File: src/rtl/fifo_wr_engine.sv
// -----------------------------------------------------------------------------
// fifo_wr_engine
//
// Streams user FIFO data into host memory as fixed 128-byte (16 x 64-bit)
// write bursts. Software loads 4 KiB host page addresses into a small ring;
// the engine walks each page as 32 consecutive bursts and then retires it.
// A burst is offered downstream only once the FIFO already holds all 16
// words, so the outgoing stream never stalls mid-burst.
//
// Optional feature macro: FIFO_WR_ENGINE_STATS_EN
//   defined   -> stall_cycles counts wr_valid && !wr_ready cycles (saturating)
//   undefined -> stall_cycles is tied to 0 and no counter is built
//
// Parameters
//   NPAGES      page-table ring depth (power of 2, >= 2)
//   LEVEL_BITS  width of fifo_level
//
// Ports
//   clock         sole clock
//   reset         asynchronous active-low reset
//   enable        permits starting new bursts
//   pa_data       host page physical address (bits [11:0] ignored)
//   pa_valid      write pa_data into the ring at the write pointer
//   pa_free       number of free ring entries
//   fifo_data     FWFT FIFO head word
//   fifo_level    FIFO occupancy in words
//   fifo_read     FIFO pop strobe
//   wr_valid      a burst is ready to start
//   wr_ready      one-cycle burst-accept strobe
//   wr_addr       burst byte address
//   wr_data       burst data word
//   wr_last       final word of a burst
//   bytes_done    bytes written, modulo 2^32
//   stall_cycles  cycles spent offering a burst that was not accepted
// -----------------------------------------------------------------------------
module fifo_wr_engine #(
   parameter int NPAGES     = 16,
   parameter int LEVEL_BITS = 10
) (
   input  logic                    clock,
   input  logic                    reset,
   input  logic                    enable,
   input  logic [63:0]             pa_data,
   input  logic                    pa_valid,
   output logic [$clog2(NPAGES):0] pa_free,
   input  logic [63:0]             fifo_data,
   input  logic [LEVEL_BITS-1:0]   fifo_level,
   output logic                    fifo_read,
   output logic                    wr_valid,
   input  logic                    wr_ready,
   output logic [63:0]             wr_addr,
   output logic [63:0]             wr_data,
   output logic                    wr_last,
   output logic [31:0]             bytes_done,
   output logic [31:0]             stall_cycles
);

   localparam int PTR_W = $clog2(NPAGES);
   localparam int CNT_W = PTR_W + 1;

   // Words that must be resident in the FIFO before a burst is offered.
   localparam logic [LEVEL_BITS-1:0] BURST_WORDS = LEVEL_BITS'(16);

   typedef enum logic [1:0] {
      S_IDLE,
      S_ARM,
      S_STREAM,
      S_NEXT
   } state_t;

   state_t state, state_nxt;

   // Page ring: only addr[63:12] of each page is kept.
   logic [51:0]      ring [NPAGES];
   logic [PTR_W-1:0] wptr;
   logic [PTR_W-1:0] rptr;
   logic [CNT_W-1:0] count;

   logic [4:0]       burst_idx;   // burst within the current page (32 per page)
   logic [3:0]       beat;        // word within the current burst
   logic [31:0]      bytes_cnt;

   logic             ring_full;
   logic             pa_accept;
   logic             retire;
   logic             level_ok;
   logic             start_ok;
   logic             restart_ok;
   logic [CNT_W-1:0] count_post_retire;

   // Low page-offset bits of pa_data carry no information for a page ring.
   logic             unused_pa_low;
   assign unused_pa_low = ^pa_data[11:0];

   // --------------------------------------------------------------------------
   // Control terms
   // --------------------------------------------------------------------------
   assign ring_full = (count == CNT_W'(NPAGES));
   // A full ring drops the write outright, even if a retire frees a slot in
   // the same cycle.
   assign pa_accept = pa_valid && !ring_full;
   assign retire    = (state == S_NEXT) && (burst_idx == 5'd31);
   assign level_ok  = (fifo_level >= BURST_WORDS);
   assign start_ok  = enable && (count != '0) && level_ok;

   // Continuing from NEXT must see the ring as it will be after this page
   // retires, otherwise a burst could be armed against an empty ring.
   assign count_post_retire = count - CNT_W'(retire);
   assign restart_ok        = enable && (count_post_retire != '0) && level_ok;

   // --------------------------------------------------------------------------
   // FSM: state register
   // --------------------------------------------------------------------------
   // NOTE: every clocked block uses non-blocking assignments so all registers
   // update together from the values sampled at the edge.
   always_ff @(posedge clock or negedge reset) begin
      if (!reset) state <= S_IDLE;
      else        state <= state_nxt;
   end

   // --------------------------------------------------------------------------
   // FSM: next-state logic
   // --------------------------------------------------------------------------
   // NOTE: the default assignment at the top keeps every path assigned, so no
   // latch is inferred from an incomplete case or if.
   always_comb begin
      state_nxt = state;
      unique case (state)
         S_IDLE:   if (start_ok) state_nxt = S_ARM;
         S_ARM:    if (wr_ready) state_nxt = S_STREAM;
         S_STREAM: if (beat == 4'd15) state_nxt = S_NEXT;
         S_NEXT:   state_nxt = restart_ok ? S_ARM : S_IDLE;
         default:  state_nxt = S_IDLE;
      endcase
   end

   // --------------------------------------------------------------------------
   // FSM: outputs
   // --------------------------------------------------------------------------
   // wr_addr is driven only while a burst is armed or streaming; this keeps it
   // 0 in reset/idle even though the ring storage itself is never cleared.
   always_comb begin
      wr_valid  = 1'b0;
      fifo_read = 1'b0;
      wr_data   = '0;
      wr_last   = 1'b0;
      wr_addr   = '0;
      unique case (state)
         S_ARM: begin
            wr_valid = 1'b1;
            wr_addr  = {ring[rptr], burst_idx, 7'b0};
         end
         S_STREAM: begin
            fifo_read = 1'b1;
            wr_data   = fifo_data;
            wr_last   = (beat == 4'd15);
            wr_addr   = {ring[rptr], burst_idx, 7'b0};
         end
         default: ;
      endcase
   end

   // --------------------------------------------------------------------------
   // Page ring storage
   // --------------------------------------------------------------------------
   // NOTE: the ring entries carry no reset; valid/invalid is tracked entirely
   // by count and the pointers, so clearing the storage would buy nothing.
   always_ff @(posedge clock) begin
      if (pa_accept) ring[wptr] <= pa_data[63:12];
   end

   // --------------------------------------------------------------------------
   // Ring pointers and occupancy
   // --------------------------------------------------------------------------
   always_ff @(posedge clock or negedge reset) begin
      if (!reset) begin
         wptr  <= '0;
         rptr  <= '0;
         count <= '0;
      end else begin
         if (pa_accept) wptr <= wptr + 1'b1;
         if (retire)    rptr <= rptr + 1'b1;
         // A simultaneous write and retire leaves the occupancy unchanged.
         unique case ({pa_accept, retire})
            2'b10:   count <= count + 1'b1;
            2'b01:   count <= count - 1'b1;
            default: count <= count;
         endcase
      end
   end

   assign pa_free = CNT_W'(NPAGES) - count;

   // --------------------------------------------------------------------------
   // Burst / beat position and byte counter
   // --------------------------------------------------------------------------
   always_ff @(posedge clock or negedge reset) begin
      if (!reset) begin
         burst_idx <= '0;
         beat      <= '0;
         bytes_cnt <= '0;
      end else begin
         // beat is held at 0 outside STREAM so each burst starts at word 0.
         if (state == S_STREAM) beat <= beat + 1'b1;
         else                   beat <= '0;

         if (state == S_NEXT) begin
            // burst_idx wraps 31 -> 0 on its own as the page retires.
            burst_idx <= burst_idx + 1'b1;
            bytes_cnt <= bytes_cnt + 32'd128;
         end
      end
   end

   assign bytes_done = bytes_cnt;

   // --------------------------------------------------------------------------
   // Optional stall statistics
   // --------------------------------------------------------------------------
`ifdef FIFO_WR_ENGINE_STATS_EN
   logic [31:0] stall_cnt;

   always_ff @(posedge clock or negedge reset) begin
      if (!reset) begin
         stall_cnt <= '0;
      end else if (wr_valid && !wr_ready && (stall_cnt != '1)) begin
         stall_cnt <= stall_cnt + 1'b1;
      end
   end

   assign stall_cycles = stall_cnt;
`else
   assign stall_cycles = '0;
`endif

endmodule

File: config.mk
export PLATFORM = sky130hd
export DESIGN_NAME = fifo_wr_engine
export DESIGN_NICKNAME = d
export VERILOG_FILES = /design/src/rtl/fifo_wr_engine.sv
export SDC_FILE = /design/constraint.sdc
export NUM_CORES = 1
export LEC_CHECK = 0
export ABC_AREA = 1
export BUFFER_PORTS_ARGS = -buffer_cell sky130_fd_sc_hd__buf_2
export CORE_ASPECT_RATIO = 1.25
export CORE_MARGIN = 5
export CORE_UTILIZATION = 48
export CTS_BUF_LIST = sky130_fd_sc_hd__clkbuf_8
export CTS_CLUSTER_DIAMETER = 50
export DETAILED_ROUTE_END_ITERATION = 10
export PLACE_DENSITY_LB_ADDON = 0.12
export SLEW_MARGIN = 10
export SYNTH_ARGS = -nofsm -noshare
export SYNTH_HDL_FRONTEND = slang
export SYNTH_SLANG_ARGS = --single-unit
File: constraint.sdc
create_clock -name clock -period 5.75 [get_ports clock]
set_input_delay 0.575 -clock clock [delete_from_list [all_inputs] [get_ports clock]]
set_output_delay 0.575 -clock clock [all_outputs]
set_load 0.01 [all_outputs]
==> results.sh, run 1 <==
export IMPL_outcome="finished, final reports clean"
export IMPL_p_clk_frac=0.313
export IMPL_die_y_microns=327
export IMPL_hold_start="pa_data[21]"
export IMPL_fp_coreArea_sq_um=79800
export IMPL_area_growth_pct=12.7
export IMPL_hold_violations=0
export IMPL_placedCellCount=4976
export IMPL_clock_skew_final_ps=37.5
export IMPL_p_comb_frac=0.170
export IMPL_cp_start_kind="flip-flop"
export IMPL_htree_levels=4
export IMPL_die_x_microns=264
export IMPL_post_cts_resized=0
export IMPL_p_leak_nw=19.2
export IMPL_fin_cells=5220
export IMPL_r2r_start="count[0]$_DFFE_PN0P_"
export IMPL_synthCells=3778
export IMPL_crit_path_end_kind="primary output"
export IMPL_gp_congestion=0.896
export IMPL_synth_adder_area_share=0.00766
export IMPL_synthXorXnorAreaFrac=0.00795
export IMPL_p_total_mw=15.2
export IMPL_timing_slew_headroom=0.252
export IMPL_post_cts_buffers=0
export IMPL_path_common_cell="nand2_1"
export IMPL_via_count=26200
export IMPL_drive_above_1_share=0.124
export IMPL_mappedNetlistArea_sq_um=38600
export IMPL_drv_cap=0
export IMPL_r2r_cells=9
export IMPL_synth_compound_area_frac=0.00808
export IMPL_route_detailed_drc=0
export IMPL_regToRegEndpoint="ring[13][19]$_DFFE_PP_"
export IMPL_tightestPinTransition_ps=1120
export IMPL_cts_root_buf="clkbuf_8"
export IMPL_avgSynthCellArea_sq_um=10.2
export IMPL_nNetsFinal=4223
export IMPL_power_density_nw_per_um2=351
export IMPL_cts_tree="done"
export IMPL_grt_first_pass_wirelength_microns=148000
export IMPL_muxShareOfSynthArea=0
export IMPL_via_per_inst=5.02
export IMPL_ys_types=29
export IMPL_intPower_mw=10.8
export IMPL_crit_required_ps=5180
export IMPL_postRouteAntennaNets=0
export IMPL_ff2ff_setup_slack_ps=1810
export IMPL_setup_viol=0
export IMPL_clkTransAtPathRegs_ps=60
export IMPL_fin_crit_ps=4360
export IMPL_track_usage=0.224
export IMPL_wl_per_cell_microns=18.9
export IMPL_vdd_drop_max_uv=223
export IMPL_cts_buffer_depth=3
export IMPL_wl_microns=98500
export IMPL_post_route_period_util=0.758
export IMPL_cts_buffers=140
export IMPL_critical_path_cell_chain="inv_8, buf_4, nand2_1, nand2_1, nand2_1, nand3_1, nand3_1, a21oi_1, buf_2"
export IMPL_drt_pass1_iter_count=7
export IMPL_synth_top_family_by_area="simple AND/OR/NAND/NOR gates"
export IMPL_worstHoldEndpoint="ring[0][9]$_DFFE_PP_"
export IMPL_rows=116
export IMPL_antenna_found_initial=17
export IMPL_rsz0062_at_grt="false"
export IMPL_drv_slew=0
export IMPL_io_pin_count=343
export IMPL_max_freq_mhz=229
export IMPL_setup_tns_ps=0
export IMPL_gr_total_overflow=0
export IMPL_grt_max_degree=175
export IMPL_switching_power_mw=4.44
export IMPL_clk_latency_ps=810
export IMPL_seqPwrFrac=0.517
export IMPL_critPathMaxFanout=132
export IMPL_slowest_delay_ps=740
export IMPL_drtIter0Drc=1764
export IMPL_die_area_sq_um=86100
export IMPL_synth_simple_gate_area_frac=0.215
export IMPL_hold_path_cell_count=1
export IMPL_numPortBuffers=280
export IMPL_dp_hpwl_microns=50500
export IMPL_path_class="flip-flop to primary output"
export IMPL_crit_arrival_ps=3780
export IMPL_yosysWarningCount=0
export IMPL_min_path_type="input port to flip-flop"
export IMPL_slowest_stage="dfrtp_4"
export IMPL_grt_pass1_vias=24800
export IMPL_clock_sinks=881
export IMPL_ys_seq_area_frac=0.680
export IMPL_postCtsHoldBufs=1
export IMPL_swShare=0.291
export IMPL_synth_seq_cells=881
export IMPL_start_util=0.483
==> cells in the mapped netlist <==
master / instances / area [sq um]
a21oi_1: 53 / 265
a22oi_1: 1 / 7.51
and3_1: 1 / 6.26
buf_1: 31 / 116
buf_2: 74 / 370
buf_4: 48 / 360
clkbuf_1: 80 / 300
clkinv_1: 2 / 7.51
conb_1: 1 / 3.75
dfrtp_1: 49 / 1230
edfxtp_1: 832 / 25000
fa_1: 1 / 20.0
ha_1: 22 / 275
inv_1: 530 / 1990
inv_2: 3 / 11.3
nand2_1: 1400 / 5260
nand3_1: 544 / 2720
nand3b_1: 4 / 30.0
nand4_1: 7 / 43.8
nor2_1: 42 / 158
nor2_2: 1 / 6.26
nor3_1: 8 / 40.0
nor4_1: 1 / 6.26
o211ai_1: 1 / 7.51
o21ai_0: 5 / 25.0
o22ai_1: 1 / 6.26
or2_2: 1 / 6.26
xnor2_1: 12 / 105
xor2_1: 23 / 201
==> power by group through the flow <==
stage	registers (mW)	clock network, mW	logic, mW
final	7.87	4.76	2.60
after global routing	7.92	5.16	2.86
after CTS	7.87	4.89	2.64
after detailed placement	8.00	0	2.63
after global placement	7.99	0	2.60
after floorplan	8.01	0	1.34
==> critical path, delay by kind of cell (launching register included) <==
kind                   cells  cell delay (ps)
buffers and inverters      3             1450
AOI/OAI and AO/OA          1              260
DFF                        1              740
and+or+nand+nor            5              420
==> registers in the layout, indices dropped and copies added (netlist names) <==
name        count
wptr            4
rptr            4
bytes_done     25
burst_idx       5
state           2
ring          832
beat            4
count           5
==> logic make-up (layout without fill, tap and decap cells) <==
logic type                 count (synthesis)  count (layout)
xor gates and xnor gates                  35              35
adders and majority gates                 23              23
buffers and inverters                    768            1096
AOI/OAI and AO/OA                         61              61
DFF                                      881             881
other                                      1              53
and+or+nand+nor                         2009            2009
==> cells in the final DEF, fill, tap and decap left out, types with 2 or more instances in the layout <==
cell,netlist,final
clkbuf_8,0,144
dfrtp_1,49,45
o21ai_0,5,5
a21oi_1,53,53
nand2_1,1400,1400
ha_1,22,21
nand3b_1,4,4
clkinvlp_4,0,5
inv_6,0,3
bufinv_16,0,2
conb_1,1,46
clkinv_2,0,7
buf_2,74,280
inv_1,530,576
diode_2,0,7
nand4_1,7,7
nand3_1,544,544
inv_8,0,2
xor2_1,23,23
dfrtp_4,0,4
nor3_1,8,8
buf_12,0,15
buf_4,48,29
nor2_1,42,26
edfxtp_1,832,832
clkinv_1,2,29
nor2_4,0,16
xnor2_1,12,12
==> per-stage QoR <==
| step | hold slack [ps] | cell area (sq um) | setup slack (ps) | util |
|---|---|---|---|---|
| after floorplan | 279 | 38700 | 1540 | - |
| after global placement | 445 | 41000 | 1880 | 0.513 |
| after detailed placement | 471 | 41000 | 1840 | 0.513 |
| after CTS | 72.2 | 43400 | 1240 | 0.544 |
| after global routing | 105 | 43400 | 1080 | 0.544 |
| final | 146 | 43400 | 1390 | 0.544 |
==> layout make-up <==
type / instances / area [sq um]
clock inverter: 92 / 443
fill: 6983 / 36400
clock buffer: 144 / 1980
multi-input combinational: 2174 / 9480
inverter: 535 / 2030
sequential: 881 / 26200
tap: 1062 / 1330
antenna: 7 / 17.5
timing repair buffer: 325 / 1930
==> worst max-delay path by stage <==
stage	from	endpoint	slack, ps
6_report	rptr[0]$_DFFE_PN0P_	wr_addr[59]	1390
5_1_grt	rptr[1]$_DFFE_PN0P_	wr_addr[15]	1080
4_1_cts	rptr[0]$_DFFE_PN0P_	wr_addr[41]	1240
3_5_place_dp	count[0]$_DFFE_PN0P_	ring[13][34]$_DFFE_PP_	1840
3_3_place_gp	count[0]$_DFFE_PN0P_	ring[13][25]$_DFFE_PP_	1880
2_1_floorplan	count[0]$_DFFE_PN0P_	ring[11][0]$_DFFE_PP_	1540
==> layer usage <==
metal	global-route usage	share of wire	vias to the layer above
met4	0.0799	0.034	6
li1	-	-	12700
met1	0.286	0.41	12400
met3	0.0478	0.065	220
met2	0.382	0.49	877
met5	0	0.00040	-
(Power assumes the default switching activity.)
==> run 2, diff against run 1 <==
ABC_AREA = 0   (was 1)
clock period = 4.1 ns   (was 5.75 ns; I/O delays follow)
==> results.sh, run 2 <==
export IMPL_track_usage=0.215
export IMPL_fin_crit_ps=3790
export IMPL_crit_path_end_kind="primary output"
export IMPL_rsz0062_at_grt="false"
export IMPL_grt_max_degree=71
export IMPL_mappedNetlistArea_sq_um=35500
export IMPL_setup_ws_ps=308
export IMPL_clk_latency_ps=780
export IMPL_cts_buffers=136
export IMPL_busiest_layer="met2"
export IMPL_path_class="flip-flop to primary output"
export IMPL_clock_skew_final_ps=35.4
export IMPL_layout_common_cells="edfxtp_1, mux2i_1, buf_2"
export IMPL_drt_pass1_iter_count=5
export IMPL_fp_coreArea_sq_um=73300
export IMPL_via_per_inst=5.59
export IMPL_via_count=19800
export IMPL_ys_seq_area_frac=0.737
export IMPL_rows=111
export IMPL_largest_register_ffs=832
export IMPL_dp_hpwl_microns=46600
export IMPL_yosysTopAreaCell="edfxtp_1"
export IMPL_setup_viol=0
export IMPL_io_pin_count=343
export IMPL_numPortBuffers=280
export IMPL_drv_cap=0
export IMPL_die_area_sq_um=79600
export IMPL_post_route_period_util=0.925
export IMPL_intPower_mw=15.8
export IMPL_clock_sinks=881
export IMPL_postRouteAntennaNets=0
export IMPL_ys_types=44
export IMPL_synth_seq_cells=881
export IMPL_met1_usage=0.279
export IMPL_critPathMaxFanout=30
export IMPL_switching_power_mw=6.70
export IMPL_synth_top_flop_cell="edfxtp_1"
export IMPL_antenna_found_initial=5
export IMPL_clkTransAtPathRegs_ps=60
export IMPL_vdd_drop_max_uv=368
export IMPL_seqPwrFrac=0.494
export IMPL_power_density_nw_per_um2=549
export IMPL_htree_levels=4
export IMPL_drtIter0Drc=1360
export IMPL_use_met3=0.0385
export IMPL_p_clk_frac=0.285
export IMPL_wl_per_cell_microns=24.6
export IMPL_setup_tns_ps=0
export IMPL_r2r_cells=14
export IMPL_avgSynthCellArea_sq_um=17.2
export IMPL_r2r_start="count[0]$_DFFE_PN0P_"
export IMPL_ff2ff_setup_slack_ps=720
export IMPL_wl_microns=87200
export IMPL_start_util=0.485
export IMPL_cts_tree="done"
export IMPL_gr_total_overflow=0
export IMPL_drive_above_1_share=0.213
export IMPL_cts_root_buf="clkbuf_8"
export IMPL_crit_required_ps=3690
export IMPL_gp_congestion=0.786
export IMPL_tightestPinTransition_ps=941
export IMPL_yosysWarningCount=0
export IMPL_synth_edf_count=832
export IMPL_grt_first_pass_wirelength_microns=128000
export IMPL_route_detailed_drc=0
export IMPL_drv_slew=0
export IMPL_cts_buffer_depth=3
export IMPL_worstHoldEndpoint="state[0]$_DFFE_PN0P_"
export IMPL_synthArstFlopShare=0.0556
export IMPL_regMostFlops="ring"
export IMPL_area_growth_pct=15.6
export IMPL_cp_start_kind="flip-flop"
export IMPL_min_path_type="input port to flip-flop"
export IMPL_die_x_microns=253
export IMPL_timing_slew_headroom=0.372
export IMPL_p_leak_nw=14.0
export IMPL_yosysMostFrequentCell="edfxtp_1"
export IMPL_hold_start="fifo_level[4]"
export IMPL_synth_common_cells="edfxtp_1, mux2i_1, a22oi_1"
export IMPL_synthCells=2068
export IMPL_die_y_microns=314
export IMPL_pre_cts_slack_ps=690
export IMPL_max_freq_mhz=264
export IMPL_swShare=0.297
export IMPL_p_total_mw=22.5
export IMPL_ys_top_cells_by_area="edfxtp_1, mux2i_1, a22oi_1, dfrtp_1, and2_1"
export IMPL_p_comb_frac=0.221
export IMPL_hold_path_cell_count=5
export IMPL_outcome="finished, final reports clean"
export IMPL_hold_violations=0
export IMPL_grt_pass1_vias=20500
export IMPL_synth_top_area_share=0.703
export IMPL_regToRegEndpoint="count[4]$_DFFE_PN0P_"
export IMPL_use_met2=0.369
export IMPL_crit_arrival_ps=3380
export IMPL_final_common_cell="edfxtp_1"
export IMPL_nNetsFinal=2654
## run 2: changes by cell type after synthesis, sizes merged, moves of 18 or more
cell	previous run	this run
o22ai	1	34
buf	153	113
mux4	0	18
nand3	544	12
nand2	1400	108
clkbuf	80	50
o21ai	5	40
a221oi	0	19
a22oi	1	173
mux2i	0	381
inv	533	15
a21oi	53	3
and2	0	75
## run 2: kinds of logic (layout without fill, tap and decap cells)
logic type	count (synthesis)	after routing	share of synthesized area
multiplexers	404	404	0.120
flip-flops	881	881	0.737
XOR/XNOR	41	41	0.0101
buffers and inverters	178	643	0.0322
other	1	49	0.000106
AO/OA/AOI/OAI	274	274	0.0544
AND/OR/NAND/NOR	266	266	0.0371
adder cells (fa/ha/maj)	23	23	0.00831
## run 2: layout make-up
type	count	area, sq um
inverters	15	56.3
multi-input cells	1054	8530
repair buffers	400	2750
flip-flops and latches	881	26200
diodes	3	7.51
clock inverters	88	405
clock buffers	140	1930
well taps	960	1200
fillers	5855	32200
## run 2: power groups by stage
stage	Combinational, mW	Clock [mW]	Sequential (mW)
2_1_floorplan	3.09	0	11.2
3_3_place_gp	4.93	0	11.3
3_5_place_dp	5.01	0	11.3
4_1_cts	5.06	6.61	11.1
5_1_grt	5.37	7.01	11.2
6_report	4.98	6.42	11.1
## run 2: worst max path at each step
stage | slack (ps) | start | endpoint
after detailed placement | 690 | count[0]$_DFFE_PN0P_ | count[4]$_DFFE_PN0P_
after floorplan | -160 | count[0]$_DFFE_PN0P_ | ring[15][0]$_DFFE_PP_
after CTS | 160 | state[1]$_DFFE_PN0P_ | wr_addr[37]
final | 310 | state[1]$_DFFE_PN0P_ | wr_addr[34]
after global placement | 750 | count[0]$_DFFE_PN0P_ | count[4]$_DFFE_PN0P_
after global routing | 160 | state[1]$_DFFE_PN0P_ | wr_addr[37]
## run 2: what timing repair did
action                                  in CTS  in global routing
hold buffers                                54                  0
setup buffers                                0                  0
endpoints found under the setup margin       0                  1
endpoints found under the hold margin      882                  0
resized for setup                            0                  1
## run 2: critical path, stage by stage (launching register included)
cell and delay [ps]:
dfrtp_1 400, inv_1 110, ha_1 550, nand2b_4 380
buf_4 460, o22ai_1 470, buf_2 220
## run 2: metrics by stage
| step | util | instances | area [sq um] | hold WS [ps] |
|---|---|---|---|---|
| floorplan | - | 2113 | 35700 | 114 |
| global placement | 0.521 | 3256 | 38200 | 439 |
| detailed placement | 0.521 | 3256 | 38200 | 459 |
| CTS | 0.560 | 3538 | 41100 | 34.0 |
| global route | 0.560 | 3539 | 41100 | 98.6 |
| finish | 0.560 | 3541 | 41100 | 110 |
## run 2: per-layer routing
metal  wire length, microns  share of wire  vias up
met5                     23        0.00026        -
met4                   1990          0.023        4
met3                   4600          0.053      149
met2                  44500           0.51      604
met1                  36000           0.41    10200
li1                       -              -     8830
==> run 3, diff against run 2 <==
PLACE_DENSITY = 0.77   (was unset)
PLACE_DENSITY_LB_ADDON = unset   (was 0.12)
==> results.sh, run 3 (synthesis results as in run 2) <==
export IMPL_outcome="finished, final reports clean"
export IMPL_fill_cells=5548
export IMPL_via_count=20000
export IMPL_min_path_type="input port to flip-flop"
export IMPL_antenna_found_initial=10
export IMPL_postRouteAntennaNets=0
export IMPL_gp_congestion=0.867
export IMPL_post_cts_resized=0
export IMPL_area_growth_pct=15.5
export IMPL_switching_power_mw=6.68
export IMPL_regMostFlops="ring"
export IMPL_largest_register_ffs=832
export IMPL_r2r_cells=14
export IMPL_fin_crit_ps=3850
export IMPL_met2_length_microns=44100
export IMPL_worstHoldEndpoint="state[0]$_DFFE_PN0P_"
export IMPL_track_usage=0.210
export IMPL_grt_first_pass_wirelength_microns=127000
export IMPL_drive_above_1_share=0.218
export IMPL_intPower_mw=15.8
export IMPL_cts_buffers=134
export IMPL_hold_violations=0
export IMPL_setup_viol=0
export IMPL_final_common_cell="edfxtp_1"
export IMPL_crit_arrival_ps=3440
export IMPL_crit_path_end_kind="primary output"
export IMPL_fin_cells=3565
export IMPL_p_clk_frac=0.284
export IMPL_critPathMaxFanout=22
export IMPL_timing_slew_headroom=0.407
export IMPL_wl_per_cell_microns=23.8
export IMPL_drt_met1_wl_microns=32100
export IMPL_swShare=0.297
export IMPL_clock_sinks=881
export IMPL_crit_required_ps=3690
export IMPL_wl_met3_microns=6040
export IMPL_die_area_sq_um=79600
export IMPL_gr_total_overflow=0
export IMPL_placedCellCount=3264
export IMPL_max_freq_mhz=260
export IMPL_nNetsFinal=2660
export IMPL_p_comb_frac=0.219
export IMPL_clk_latency_ps=780
export IMPL_die_y_microns=314
export IMPL_seqPwrFrac=0.496
export IMPL_slowest_stage="nand2b_2"
export IMPL_io_pin_count=343
export IMPL_path_class="flip-flop to primary output"
export IMPL_post_cts_buffers=0
export IMPL_hold_path_cell_count=5
export IMPL_via_per_inst=5.62
export IMPL_rows=111
export IMPL_grt_pass1_vias=21100
export IMPL_r2r_start="count[0]$_DFFE_PN0P_"
export IMPL_die_x_microns=253
export IMPL_route_detailed_drc=0
export IMPL_p_leak_nw=14.1
export IMPL_slowest_delay_ps=550
export IMPL_dp_hpwl_microns=48900
export IMPL_critical_path_cell_chain="inv_1, ha_1, nand2b_2, a221oi_1, o21ai_0, o21ai_1, buf_2"
export IMPL_drv_slew=0
export IMPL_cts_tree="done"
export IMPL_post_route_period_util=0.939
export IMPL_hold_slack_ps=107
export IMPL_clkTransAtPathRegs_ps=50
export IMPL_cts_buffer_depth=3
export IMPL_drtIter0Drc=1590
export IMPL_numPortBuffers=280
export IMPL_start_util=0.485
export IMPL_clock_skew_final_ps=29.7
export IMPL_fp_coreArea_sq_um=73300
export IMPL_htree_levels=4
export IMPL_cts_root_buf="clkbuf_8"
export IMPL_power_density_nw_per_um2=548
export IMPL_grt_max_degree=68
export IMPL_drt_pass1_iter_count=5
export IMPL_layout_common_cells="edfxtp_1, mux2i_1, buf_2"
export IMPL_vdd_drop_max_uv=332
export IMPL_cp_start_kind="flip-flop"
export IMPL_regToRegEndpoint="count[4]$_DFFE_PN0P_"
export IMPL_highest_layer="met5"
export IMPL_hold_start="fifo_level[4]"
export IMPL_drv_cap=0
export IMPL_rsz0062_at_grt="false"
export IMPL_ff2ff_setup_slack_ps=590
export IMPL_tightestPinTransition_ps=890
export IMPL_wl_microns=84900
run 3: cell count changes in the layout (fill, tap and decap cells not counted), sizes merged:
cell      change
buf           +8
clkinv        +8
diode         +7
inv           +3
clkinvlp      -2
bufinv        -1
clkbuf        +1
run 3: how the worst max path moves through the flow:
stage,startpoint,cells past startpoint,to
floorplan,count[0]$_DFFE_PN0P_,8,ring[15][0]$_DFFE_PP_
global placement,count[0]$_DFFE_PN0P_,14,count[4]$_DFFE_PN0P_
detailed placement,count[0]$_DFFE_PN0P_,14,count[4]$_DFFE_PN0P_
CTS,state[1]$_DFFE_PN0P_,7,wr_addr[55]
global route,state[1]$_DFFE_PN0P_,6,wr_addr[34]
finish,state[1]$_DFFE_PN0P_,7,wr_addr[55]
run 3: area by class of cell:
class / count / area, sq um / share of cell area
diodes: 10 / 25.0 / 0.000609
clock buffers: 141 / 1940 / 0.0473
clock inverters: 96 / 423 / 0.0103
inverters: 15 / 56.3 / 0.00137
multi-input cells: 1054 / 8520 / 0.207
flip-flops and latches: 881 / 26200 / 0.638
well taps: 960 / 1200 / 0.0293
repair buffers: 408 / 2690 / 0.0654
run 3: metal layers:
layer | vias to the layer above | GRT usage
li1 | 8872 | -
met1 | 10100 | 0.256
met2 | 898 | 0.371
met3 | 175 | 0.0402
met4 | 2 | 0.0814
met5 | - | 0
run 3: what timing repair did:
action / 4_1_cts / 5_1_grt
setup endpoints to repair: 0 / 0
endpoints found under the hold margin: 882 / 0
hold buffers: 54 / 0
run 3: critical path: cells and delay by family, from the launching register on:
kind | cells | cell delay [ps]
AOI/OAI and AO/OA | 3 | 920
DFF | 1 | 400
and+or+nand+nor | 1 | 550
buffers and inverters | 2 | 330
adders and majority gates | 1 | 470
run 3: power by group through the flow:
stage | sequential [mW] | combinational (mW) | clock, mW
floorplan | 11.2 | 3.09 | 0
global placement | 11.3 | 4.82 | 0
detailed placement | 11.4 | 4.94 | 0
CTS | 11.2 | 5.00 | 6.55
global route | 11.2 | 5.30 | 6.99
finish | 11.2 | 4.94 | 6.40
run 3: stage by stage:
| stage | area [sq um] | total power, mW | util | worst slack [ps] | setup TNS, ps |
|---|---|---|---|---|---|
| global placement | 38100 | 16.1 | 0.520 | 672 | 0 |
| floorplan | 35700 | 14.3 | - | -160 | -58690 |
| finish | 41100 | 22.5 | 0.560 | 250 | 0 |
| global route | 41100 | 23.5 | 0.560 | 83.0 | 0 |
| CTS | 41000 | 22.7 | 0.560 | 199 | 0 |
| detailed placement | 38100 | 16.3 | 0.520 | 584 | 0 |
